**src/rtl/eje01.sv**
```systemverilog
// Fire alarm / smoke extractor controller with presence lighting.
// Optional presence hold timer is built when EJE01_HOLD_EN is defined.
module eje01 #(
    parameter int F_CONFIRM = 2,
    parameter int A_CLEAR   = 2,
    parameter int P_HOLD    = 3
) (
    input  logic       clk,
    input  logic       reset,
    input  logic       sf,
    input  logic       sm,
    output logic       A,
    output logic       E,
    output logic       P,
    output logic [1:0] fire_state
);

    typedef enum logic [1:0] {
        F_IDLE   = 2'd0,
        F_DETECT = 2'd1,
        F_ALARM  = 2'd2,
        F_CLEAR  = 2'd3
    } fire_t;

    localparam logic [7:0] CONFIRM_N = 8'(F_CONFIRM);
    localparam logic [7:0] CLEAR_N   = 8'(A_CLEAR);

    if (F_CONFIRM < 1 || F_CONFIRM > 255) begin : g_bad_confirm
        $error("eje01: F_CONFIRM out of range 1..255");
    end
    if (A_CLEAR < 1 || A_CLEAR > 255) begin : g_bad_clear
        $error("eje01: A_CLEAR out of range 1..255");
    end
    if (P_HOLD < 0 || P_HOLD > 255) begin : g_bad_hold
        $error("eje01: P_HOLD out of range 0..255");
    end

    fire_t      state, state_nx;
    logic [7:0] cnt, cnt_nx, cnt_inc;
    logic       pres, pres_nx;
    logic       alarm_nx, ext_nx;

    // Shared confirm/clear counter; only one of the two is ever live.
    assign cnt_inc = (cnt == 8'hFF) ? cnt : cnt + 8'd1;

    always_comb begin
        state_nx = state;
        cnt_nx   = cnt;
        case (state)
            F_IDLE: begin
                if (sf) begin
                    state_nx = F_DETECT;
                    cnt_nx   = 8'd0;
                end
            end
            F_DETECT: begin
                if (!sf) begin
                    state_nx = F_IDLE;
                end else begin
                    cnt_nx = cnt_inc;
                    if (cnt_inc >= CONFIRM_N) state_nx = F_ALARM;
                end
            end
            F_ALARM: begin
                if (!sf) begin
                    state_nx = F_CLEAR;
                    cnt_nx   = 8'd0;
                end
            end
            F_CLEAR: begin
                if (sf) begin
                    state_nx = F_ALARM;
                end else begin
                    cnt_nx = cnt_inc;
                    if (cnt_inc >= CLEAR_N) state_nx = F_IDLE;
                end
            end
            default: begin
                state_nx = F_IDLE;
                cnt_nx   = 8'd0;
            end
        endcase
    end

    always_ff @(posedge clk or posedge reset) begin
        if (reset) begin
            state <= F_IDLE;
            cnt   <= 8'd0;
        end else begin
            state <= state_nx;
            cnt   <= cnt_nx;
        end
    end

`ifdef EJE01_HOLD_EN
    logic [7:0] hold, hold_nx;

    always_comb begin
        pres_nx = pres;
        hold_nx = hold;
        if (sm) begin
            pres_nx = 1'b1;
            hold_nx = 8'(P_HOLD);
        end else if (hold != 8'd0) begin
            hold_nx = hold - 8'd1;
        end else begin
            pres_nx = 1'b0;
        end
    end

    always_ff @(posedge clk or posedge reset) begin
        if (reset) hold <= 8'd0;
        else       hold <= hold_nx;
    end
`else
    always_comb begin
        pres_nx = sm;
    end
`endif

    // Outputs are flops loaded from next-state decode, so they change
    // on the same edge as the state they reflect.
    always_comb begin
        alarm_nx = (state_nx == F_ALARM) || (state_nx == F_CLEAR);
        ext_nx   = (state_nx != F_IDLE);
    end

    always_ff @(posedge clk or posedge reset) begin
        if (reset) begin
            pres <= 1'b0;
            A    <= 1'b0;
            E    <= 1'b0;
            P    <= 1'b0;
        end else begin
            pres <= pres_nx;
            A    <= alarm_nx;
            E    <= ext_nx;
            P    <= pres_nx | alarm_nx;
        end
    end

    assign fire_state = state;

endmodule

```
**config.mk**
```make
export PLATFORM = sky130hd
export DESIGN_NAME = eje01
export DESIGN_NICKNAME = d
export VERILOG_FILES = /design/src/rtl/eje01.sv
export SDC_FILE = /design/constraint.sdc
export NUM_CORES = 1
export LEC_CHECK = 0
export BUFFER_PORTS_ARGS = -buffer_cell sky130_fd_sc_hd__buf_2
export CAP_MARGIN = 20
export CORE_AREA = 4 4 41 43
export CTS_CLUSTER_SIZE = 28
export DETAILED_ROUTE_END_ITERATION = 8
export DIE_AREA = 0 0 45 47
export PLACE_DENSITY_LB_ADDON = 0.15
export SLEW_MARGIN = 20
export SYNTH_ARGS = -nofsm -noshare
export SYNTH_HDL_FRONTEND = slang
export SYNTH_SLANG_ARGS = --single-unit
export TNS_END_PERCENT = 30
```
**constraint.sdc**
```tcl
create_clock -name clk -period 5.2 [get_ports clk]
set_input_delay 1.04 -clock clk [delete_from_list [all_inputs] [get_ports clk]]
set_output_delay 1.04 -clock clk [all_outputs]
set_load 0.01 [all_outputs]
```
# [Yosys cells after proc, flatten, opt, wreduce, memory -nomap -nowiden]
# Cells that the tools add are included.
[classes] n_addsub=1 order_cmp=1 n_eq_ne=10 muxes=13 n_bitwise=1 n_reduce_logical=4
[op_table] op="$mux W8" n=5
[op_table] op="$pmux W8 S4" n=1
[op_table] op="$mux W2" n=6
[op_table] op="$add A8 B1 Y8 const B" n=1
[op_table] op="$eq A2 B2 Y1 const B" n=4
[op_table] op="$eq A8 B8 Y1 const B" n=1
[op_table] op="$ge A8 B2 Y1 const B" n=1
[op_table] op="$ne A2 B2 Y1 const B" n=4
[op_table] op="$pmux W2 S4" n=1
[op_table] op="$reduce_and A4 Y1" n=1
[op_table] op="$eq A2 B1 Y1 const B" n=1
[op_table] op="$logic_not A2 Y1" n=1
[op_table] op="$reduce_bool A2 Y1" n=1
[op_table] op="$logic_or A1 B1 Y1" n=1
[op_table] op="$or A1 B1 Y1" n=1
[word_totals] ff_bits=13 input_bits=4 output_inout_bits=5 elab_cells=35

# [Depth between registers and ports, before layout]
# Gate-level depths: netlist of run 1.
[depth] ltp_word=9 depth_mapped=6 ltp_nobuf=6

# [Worst setup path before layout of run 1]
# No wires, ideal clock.
[synth_timing] path_kind="register to register" start="register cnt[0]" end="register P" setup_ns=0.124 arrival_time_ns=1.743 t_required_ns=5.076 path_slack_ns=3.333 path_stages_with_launch=7 path_buffers=0 synth_period_minus_slack_ns=1.867 cell_sequence="dfrtp_1 -> ha_1 -> nand3_1 -> xnor2_1 -> a2111o_1 -> o211a_1 -> a211o_1"
[synth_between] elab_chain_len=9 word_cells_on_any_way=13 classes_between="add/sub (1); order compare (1); eq/ne (3); mux (6); bitwise (1); reduce/logical (1)"
[synth_rtl] item="start, declared" line_no="39" rtl="logic [7:0] cnt, cnt_nx, cnt_inc;"
[synth_rtl] item="start signal, assigned" line_no="91" rtl="cnt <= cnt_nx;"
[synth_rtl] item="$add A8 B1 Y8 or $eq A8 B8 Y1 (tied branches)" line_no="44" rtl="assign cnt_inc = (cnt == 8'hFF) ? cnt : cnt + 8'd1;"
[synth_rtl] item="$mux W8 (*)" line_no="44"
[synth_rtl] item="$ge A8 B2 Y1 (*)" line_no="61, 75"
[synth_rtl] item="$mux W2, on equally long branches" line_no="75, 61"
[synth_rtl] item="$mux W2, on equally long branches" line_no="71, 57"
[synth_rtl] item="$pmux W2 S4 (*)" line_no="49" rtl="case (state)"
[synth_rtl] item="$eq A2 B2 Y1" line_no="124" rtl="alarm_nx = (state_nx == F_ALARM) || (state_nx == F_CLEAR);"
[synth_rtl] item="$logic_or A1 B1 Y1 (*)" line_no="124"
[synth_rtl] item="$or A1 B1 Y1 (*)" line_no="138" rtl="P <= pres_nx | alarm_nx;"
[synth_rtl] item="end signal, assigned" line_no="138"
[synth_rtl] item="end, declared" line_no="14" rtl="output logic P,"
# Every way passes the cells marked *; elsewhere a longest branch is shown, timed or not.
# A chain may end at the register's enable or synchronous reset.

# [Worst setup path after layout of run 1]
# Same ends and word-level chain as after synthesis.

==> reports/qor.yml, run 1 <==
synthesis:
  synth_compound_area_frac: 0.301
  synthSimpleGateAreaFrac: 0.145
  yosys_warnings: 0
  synthFlopType: "dfrtp_1"
  synthMuxAreaShare: 0
  synth_area_um2: 707
  synth.avg_cell_area_um2: 9.18
  synthAdderAreaFrac: 0.0177
  synth_seq_area_share: 0.460
  synthDistinctLibCells: 29
  async_flop_share: 1.00
  synth_top_family_by_area: "compound AO/OA/AOI/OAI gates"
  synth_fp_nets: 82
  synth_edf_count: 0
  synth-xor-area-share: 0.0372
  synthCells: 77
  ys_ff_latch: 13
clock_tree:
  cts_setup_buffers: 0
  cts_hold_buf: 0
  cts_resized: 0
  numClockSinks: 13
  cts_tree: "built"
  clockBufferDepth: 2
  htree_levels: 1
  worstSkewPairLatency_ns: 0.27
  path_clk_slew_ns: 0.07
  cts_made_buffers: 3
  cts_root_buf: "clkbuf_4"
setup_path:
  max_stage_delay_ns: 0.44
  rr_startpoint: "cnt[0]"
  crit_path_end_kind: "flip-flop"
  rr_endpoint: "P"
  r2r_cells: 6
  required_ns: 5.36
  cp_cell_sequence: "ha_1 > nand3_1 > xnor2_1 > a2111o_1 > o211a_1 > a211o_1"
  slowest_stage: "dfrtp_1"
  critical_path_arrival_ns: 2.24
  rrSetupSlack_ns: 3.12
  cp-start-kind: "flip-flop"
  crit_type: "flip-flop to flip-flop"
  cp_max_fo: 6
routing:
  avgViaCountPerCell: 6.42
  firstDrtPassIters: 4
  detail-route-antenna-nets: 0
  drtIter0Drc: 31
  vias: 642
  wl_per_cell_um: 14.3
  drc: 0
  routed_wl_um: 1430
timing:
  hold_viol_final: 0
  slew_headroom: 0.489
  fin_setup_tns_ns: 0
  post-route-period-util: 0.400
  setup_viol: 0
  maxSlewViolCount: 0
  skew_ns: 0.000574
  hold_slack_ns: 0.571
  fin_ws_ns: 3.12
  rsz0062_at_grt: "false"
  fmax_mhz: 480
  worst_pin_slew_ns: 0.764
  fin_crit_ns: 2.08
floorplanning:
  rows: 13
  dieArea_um2: 2120
  core_um2: 1300
  die_width_um: 45
  ios: 9
  die_y_um: 47
  start_util: 0.543
pwr:
  p_per_area_nw_per_um2: 474
  p_leak_nw: 0.361
  ir_drop_v: 0.000236
  finalPower_mw: 0.366
placement:
  hpwl_um: 1050
  pre_cts_slack_ns: 2.97
  io_buffer_count: 8
  place_inst: 96
  gp_congestion: 0.803
  dpl_cell_area_um2: 746
finish:
  final_util: 0.593
  nNetsFinal: 91
  num-fill-cells: 127
  syn2layout_area_growth_pct: 9.20
  fin_cells: 100
  num_antenna_cells: 0
  layout-drive-gt1-share: 0.129
  fin_area_um2: 772
min_path:
  hp-class: "flip-flop to flip-flop"
  hp-start: "cnt[1]"
  holdPathStages: 2
  holdPathEnd: "cnt[1]"
global_route:
  grt_max_degree: 14
  antenna_found_initial: 0
  grt_pass1_vias: 546
  grt_pass1_wl_um: 2440
  gr-total-overflow: 0
  grtUsageTotal: 0.162
flow_run:
  maxCapViolCount: 0
status:
  run_status: "finished, final reports clean"
[kinds of logic (layout without fill, tap and decap cells)]
group,Yosys count,after routing
AOI/OAI and AO/OA,32,32
buffers and inverters,6,14
DFF,13,13
xor gates and xnor gates,3,3
adders and majority gates,1,1
and+or+nand+nor,22,22
[power breakdown]
part	leakage, nW	switching [mW]	internal, mW	total [mW]
Clock	0.0150	0.0309	0.0297	0.0606
Combinational	0.177	0.0810	0.0650	0.146
Sequential	0.169	0.0316	0.128	0.159
Total	0.361	0.144	0.222	0.366
[state kept, by name, summed over array words and instances, names as in the netlist]
signal      count
cnt             8
E               1
A               1
fire_state      2
P               1
[cell usage after synthesis (all sizes together) (2+ instances only)]
cell	n	area (um^2)
dfrtp	13	325
a21oi	10	50.1
nand2	6	22.5
o21ai	6	30.0
nand3	5	25.0
nor2	5	18.8
a21o	3	22.5
a31oi	3	18.8
a41oi	2	17.5
and2	2	12.5
and3	2	12.5
buf	2	12.5
clkbuf	2	7.51
inv	2	7.51
xnor2	2	17.5
[placed cells by master (no fill, tap or decap)]
master,netlist,layout
a2111o_1,1,1
a211o_1,1,1
a21o_1,3,3
a21oi_1,10,10
a22oi_1,1,1
a311oi_1,1,1
a31oi_1,3,3
a41o_1,1,1
a41oi_1,2,2
and2_1,2,2
and3_1,2,2
buf_2,1,8
clkbuf_1,2,1
clkbuf_4,0,3
dfrtp_1,13,13
ha_1,1,1
inv_1,2,2
nand2_1,6,6
nand3_1,5,5
nand4_1,1,1
nor2_1,5,5
nor3_1,1,1
o211a_1,1,1
o21ai_0,4,4
o21ai_1,2,2
o31ai_1,1,1
o32a_1,1,1
xnor2_1,2,2
xor2_1,1,1
[critical path: cells and delay by family, from the launching register on]
kind | cells | cell delay (ns)
AOI/OAI and AO/OA | 3 | 0.95
adders and majority gates | 1 | 0.31
and+or+nand+nor | 1 | 0.12
DFF | 1 | 0.44
xor gates and xnor gates | 1 | 0.15
[layout make-up]
class                      count  area [um^2]  share of cell area
tap                           15         18.8              0.0243
inverter                       2         7.51             0.00972
sequential                    13          325               0.421
timing repair buffer           8         40.0              0.0519
multi-input combinational     58          354               0.459
clock buffer                   4         26.3              0.0340
[routing by layer]
layer,GRT usage,vias up,wire length (um)
li1,-,305,-
met1,0.209,304,619
met2,0.254,28,687
met3,0.0230,5,88
met4,0.105,0,38
met5,0,-,0
[worst max path at each step]
stage | start | endpoint | slack, ns | cells after the start
3_5_place_dp | sf | cnt[7] | 2.97 | 4
4_1_cts | cnt[0] | P | 3.13 | 6
5_1_grt | cnt[2] | P | 2.97 | 5
2_1_floorplan | cnt[0] | P | 3.33 | 6
6_report | cnt[0] | P | 3.12 | 6
3_3_place_gp | sf | cnt[7] | 3.02 | 4
Note: power is estimated with default switching activity, not from simulation.
==> run 2: changes to the inputs <==
--- a/config.mk
+++ b/config.mk
@@ -7,10 +7,10 @@
 export LEC_CHECK = 0
 export BUFFER_PORTS_ARGS = -buffer_cell sky130_fd_sc_hd__buf_2
 export CAP_MARGIN = 20
-export CORE_AREA = 4 4 41 43
+export CORE_MARGIN = 4
+export CORE_UTILIZATION = 54
 export CTS_CLUSTER_SIZE = 28
 export DETAILED_ROUTE_END_ITERATION = 8
-export DIE_AREA = 0 0 45 47
 export PLACE_DENSITY_LB_ADDON = 0.15
 export SLEW_MARGIN = 20
 export SYNTH_ARGS = -nofsm -noshare
==> constraint.sdc (replaced) <==
create_clock -name clk -period 1.98 [get_ports clk]
set_input_delay 0.396 -clock clk [delete_from_list [all_inputs] [get_ports clk]]
set_output_delay 0.396 -clock clk [all_outputs]
set_load 0.01 [all_outputs]
==> reports/qor.yml, run 2 (synthesis results as in run 1) <==
status:
  run_status: "finished, final reports clean"
clock_tree:
  htree_levels: 1  # unchanged
  cts_root_buf: "clkbuf_4"
  cts_made_buffers: 3  # unchanged
  path_clk_slew_ns: 0.09  # +0.02 ns
  numClockSinks: 13  # unchanged
  cts_tree: "built"
  clockBufferDepth: 2  # unchanged
  worstSkewPairLatency_ns: 0.27  # about the same
  cts_hold_buf: 0  # unchanged
timing:
  worst_pin_slew_ns: 0.490  # -0.275 ns
  fmax_mhz: 524  # +9.0%
  fin_crit_ns: 1.91  # -0.172 ns
  maxSlewViolCount: 0  # unchanged
  slew_headroom: 0.673  # +0.184
  setup_viol: 0  # unchanged
  rsz0062_at_grt: "true"
  hold_viol_final: 0  # unchanged
  fin_ws_ns: 0.0699  # -3.05 ns
  fin_setup_tns_ns: 0  # unchanged
  post-route-period-util: 0.965  # +0.564
  skew_ns: 0.0106  # +0.0101 ns
routing:
  firstDrtPassIters: 4  # unchanged
  detail-route-antenna-nets: 0  # unchanged
  drtIter0Drc: 22  # -29%
  drc: 0  # unchanged
  vias: 624  # -2.8%
  routed_wl_um: 1510  # +5.1%
  avgViaCountPerCell: 5.94  # -7.4%
  wl_per_cell_um: 14.3  # about the same
global_route:
  grtUsageTotal: 0.179  # +0.0174
  gr-total-overflow: 0  # unchanged
  grt_pass1_vias: 562  # +2.9%
  antenna_found_initial: 0  # unchanged
  grt_max_degree: 14  # unchanged
  grt_pass1_wl_um: 2590  # +6.2%
min_path:
  hp-class: "input pin to asynchronous set/reset pin"
placement:
  place_inst: 100  # +4.2%
  hpwl_um: 1090  # +4.0%
  gp_congestion: 0.844  # +5.1%
  io_buffer_count: 8  # unchanged
  pre_cts_slack_ns: 0.0682  # -2.90 ns
  dpl_cell_area_um2: 782  # +4.9%
finish:
  fin_cells: 105  # +5.0%
  fin_area_um2: 828  # +7.3%
  largest_reg_flops: 8  # unchanged
  layout-drive-gt1-share: 0.231  # +0.101
  num_antenna_cells: 0  # unchanged
  final_util: 0.707  # +0.114
  final_cell_mix: "12 x dfrtp_1, 10 x a21oi_1, 8 x buf_2"
  nNetsFinal: 97  # +6.6%
  syn2layout_area_growth_pct: 17.2
  top_register: "cnt"
  layout_commonest_cell: "dfrtp_1"
pwr:
  intPower_mw: 0.619  # +180%
  netSwitchingFraction: 0.391  # -0.00147
  clkPwrFrac: 0.158  # -0.008
  p_per_area_nw_per_um2: 1230  # +160%
  p_leak_nw: 0.389  # +7.8%
  power_frac_comb: 0.427  # +0.028
  p_seq_frac: 0.414  # -0.021
  switching_power_mw: 0.397  # +180%
  ir_drop_v: 0.000798  # +240%
setup_path:
  critical_path_arrival_ns: 2.08  # -0.16 ns
  cp_max_fo: 6  # unchanged
  crit_path_end_kind: "flip-flop"
  r2r_cells: 6  # unchanged
  crit_type: "flip-flop to flip-flop"
  cp-start-kind: "flip-flop"
  required_ns: 2.14  # -3.22 ns
floorplanning:
  start_util: 0.604  # +0.0604
  rows: 12  # -1
  die_width_um: 44.2  # -1.8%
  die_y_um: 44.2  # -6.0%
  core_um2: 1170  # -10%
  ios: 9  # unchanged
  dieArea_um2: 1950  # -7.7%
flow_run:
  maxCapViolCount: 0  # unchanged
## run 2: changes by cell type in the layout (fill, tap and decap cells not counted), sizes merged
cell and delta:
buf +6
## run 2: final cells by class
class	count	area (um^2)
well taps	14	17.5
fillers	92	343
multi-input cells	58	365
repair buffers	14	85.1
inverters	2	7.51
clock buffers	4	26.3
flip-flops and latches	13	327
## run 2: power groups by stage
| stage | clock network, mW | registers, mW | logic [mW] |
|---|---|---|---|
| 2_1_floorplan | 0 | 0.417 | 0.284 |
| 6_report | 0.161 | 0.421 | 0.434 |
| 3_5_place_dp | 0 | 0.424 | 0.405 |
| 5_1_grt | 0.184 | 0.438 | 0.491 |
| 3_3_place_gp | 0 | 0.419 | 0.402 |
| 4_1_cts | 0.166 | 0.418 | 0.408 |
## run 2: critical path, stage by stage, from the launching register on
cell and delay [ns]:
dfrtp_2 0.43, buf_4 0.15, and3_1 0.22, buf_4 0.17, o32a_1 0.36, o211a_1 0.26, a211o_1 0.22
## run 2: metal layers
| metal | wire length [um] | up-vias | global-route usage |
|---|---|---|---|
| li1 | - | 321 | - |
| met1 | 711 | 287 | 0.260 |
| met2 | 731 | 16 | 0.276 |
| met3 | 62 | 0 | 0.0366 |
| met4 | 0 | 0 | 0.0361 |
| met5 | 0 | - | 0 |
## run 2: worst paths after layout
check                        from  endpoint  slack, ns
min reg2reg                cnt[1]    cnt[1]       0.59
min in group clk               sm         P       0.31
max                        cnt[0]         P       0.07
max in group asynchronous   reset    cnt[0]       1.50
max reg2reg                cnt[0]         P       0.07
min                         reset    cnt[1]       0.13
## run 2: per-stage QoR
| stage | hold slack, ns | power [mW] |
|---|---|---|
| floorplan | 0.273 | 0.701 |
| global placement | 0.432 | 0.821 |
| detailed placement | 0.437 | 0.828 |
| CTS | 0.141 | 0.991 |
| global route | 0.156 | 1.11 |
| finish | 0.127 | 1.02 |
## run 2: timing repair
action,in CTS,in global routing
resized for setup,0,4
setup endpoints to repair,0,5
setup buffers,0,1
==> run 3: changes to the inputs <==
--- a/config.mk
+++ b/config.mk
@@ -11,7 +11,8 @@
 export CORE_UTILIZATION = 54
 export CTS_CLUSTER_SIZE = 28
 export DETAILED_ROUTE_END_ITERATION = 8
-export PLACE_DENSITY_LB_ADDON = 0.15
+export PLACE_DENSITY = 0.75
+export RECOVER_POWER = 50
 export SLEW_MARGIN = 20
 export SYNTH_ARGS = -nofsm -noshare
 export SYNTH_HDL_FRONTEND = slang
==> reports/qor.yml, run 3 (synthesis results as in run 1) <==
clock_tree:
  cts_hold_buf: 0  # unchanged
  cts_tree: "built"
  path_clk_slew_ns: 0.08  # about the same
  htree_levels: 1  # unchanged
  numClockSinks: 13  # unchanged
  clockBufferDepth: 2  # unchanged
  worstSkewPairLatency_ns: 0.28  # about the same
  cts_root_buf: "clkbuf_4"
  cts_setup_buffers: 0  # unchanged
  cts_made_buffers: 3  # unchanged
finish:
  fin_area_um2: 817  # -1.4%
  nNetsFinal: 96  # -1.0%
  num_antenna_cells: 0  # unchanged
  syn2layout_area_growth_pct: 15.6
  top_register: "cnt"
  fin_cells: 104  # -0.95%
  layout_commonest_cell: "dfrtp_1"
  final_cell_mix: "11 x dfrtp_1, 10 x a21oi_1, 6 x nand2_1, 6 x buf_2"
  layout-drive-gt1-share: 0.200  # -0.0308
  largest_reg_flops: 8  # unchanged
setup_path:
  cp-start-kind: "flip-flop"
  cp_max_fo: 5  # -1
  max_stage_delay_ns: 0.44  # about the same
  cp_num_buf_inv: 0  # -2
  slowest_stage: "dfrtp_1"
  critical_path_arrival_ns: 2.09  # about the same
  cp_cell_sequence: "ha_2 > nand3_1 > xnor2_1 > a2111o_1 > o211a_1 > a211o_1"
  required_ns: 2.15  # about the same
  cpLargestDelayFamily: "compound AO/OA/AOI/OAI gates"
  crit_path_end_kind: "flip-flop"
  crit_type: "flip-flop to flip-flop"
routing:
  avgViaCountPerCell: 6.31  # +6.1%
  vias: 656  # +5.1%
  drc: 0  # unchanged
  wl_per_cell_um: 14.9  # +4.0%
  firstDrtPassIters: 4  # unchanged
  detail-route-antenna-nets: 0  # unchanged
  routed_wl_um: 1550  # +3.1%
  drtIter0Drc: 30  # +36%
timing:
  fin_crit_ns: 1.92  # +0.0117 ns
  skew_ns: 0.00309  # -0.00754 ns
  setup_viol: 0  # unchanged
  slew_headroom: 0.669  # -0.00417
  rsz0062_at_grt: "false"
  fmax_mhz: 520  # -0.61%
  worst_pin_slew_ns: 0.496  # +0.00625 ns
  maxSlewViolCount: 0  # unchanged
  fin_ws_ns: 0.0582  # -0.0117 ns
  fin_setup_tns_ns: 0  # unchanged
  post-route-period-util: 0.971  # +0.00591
  hold_viol_final: 0  # unchanged
status:
  run_status: "finished, final reports clean"
floorplanning:
  core_um2: 1170  # unchanged
  dieArea_um2: 1950  # unchanged
  rows: 12  # unchanged
  ios: 9  # unchanged
  die_y_um: 44.2  # unchanged
  start_util: 0.604  # unchanged
  die_width_um: 44.2  # unchanged
global_route:
  grt_pass1_vias: 602  # +7.1%
  grtUsageTotal: 0.182  # +0.00277
  gr-total-overflow: 0  # unchanged
  grt_max_degree: 14  # unchanged
  grt_pass1_wl_um: 2580  # -0.27%
  antenna_found_initial: 0  # unchanged
pwr:
  p_per_area_nw_per_um2: 1230  # +0.17%
  p_leak_nw: 0.379  # -2.7%
  finalPower_mw: 1.00  # -1.2%
  ir_drop_v: 0.000750  # -6.0%
placement:
  gp_congestion: 0.816  # -3.3%
  place_inst: 100  # unchanged
  pre_cts_slack_ns: 0.0721  # +0.00391 ns
  dpl_cell_area_um2: 782  # unchanged
  hpwl_um: 1180  # +8.3%
  io_buffer_count: 8  # unchanged
min_path:
  hp-class: "input pin to asynchronous set/reset pin"
flow_run:
  maxCapViolCount: 0  # unchanged
[run 3: changes by cell type in the layout (fill, tap and decap cells not counted)]
cell | before | now
buf_2 | 8 | 6
clkbuf_1 | 1 | 3
a311oi_1 | 1 | 0
a311oi_2 | 0 | 1
buf_4 | 6 | 5
dfrtp_1 | 12 | 11
dfrtp_2 | 1 | 2
nand3_1 | 4 | 5
nand3_2 | 1 | 0
o21ai_1 | 1 | 2
o21ai_2 | 1 | 0
[run 3: power by group]
group | switching [mW] | internal (mW) | leakage (nW)
combinational | 0.226 | 0.186 | 0.198
clock | 0.0866 | 0.0782 | 0.0150
sequential | 0.0884 | 0.338 | 0.166
total | 0.401 | 0.603 | 0.379
[run 3: worst paths after layout]
kind | startpoint | end | slack, ns | depth (start not counted)
setup / recovery | cnt[1] | P | 0.06 | 6
hold / removal | reset | P | 0.13 | 2
setup reg to reg | cnt[1] | P | 0.06 | 6
hold reg to reg | cnt[0] | cnt[0] | 0.60 | 2
max in group asynchronous | reset | cnt[2] | 1.49 | 2
min in group clk | sm | P | 0.30 | 2
[run 3: per-layer routing]
layer / routed length (um) / track usage
met3: 74 / 0.0528
met2: 744 / 0.279
met4: 27 / 0.0723
met5: 0 / 0
met1: 705 / 0.240
[run 3: metrics by stage]
stage	util	hold slack (ns)
floorplan	-	0.273
global placement	0.668	0.442
detailed placement	0.668	0.442
CTS	0.690	0.141
global route	0.698	0.147
finish	0.698	0.126
[run 3: area by class of cell]
class	count	area (um^2)
timing repair buffer	13	75.1
fill	96	354
clock buffer	4	26.3
multi-input combinational	58	363
tap	14	17.5
inverter	2	7.51
sequential	13	328
[run 3: timing repair]
item                                    CTS  global route
endpoints found under the setup margin    0             5
gates resized for setup                   0             4
endpoints found under the hold margin     0             0
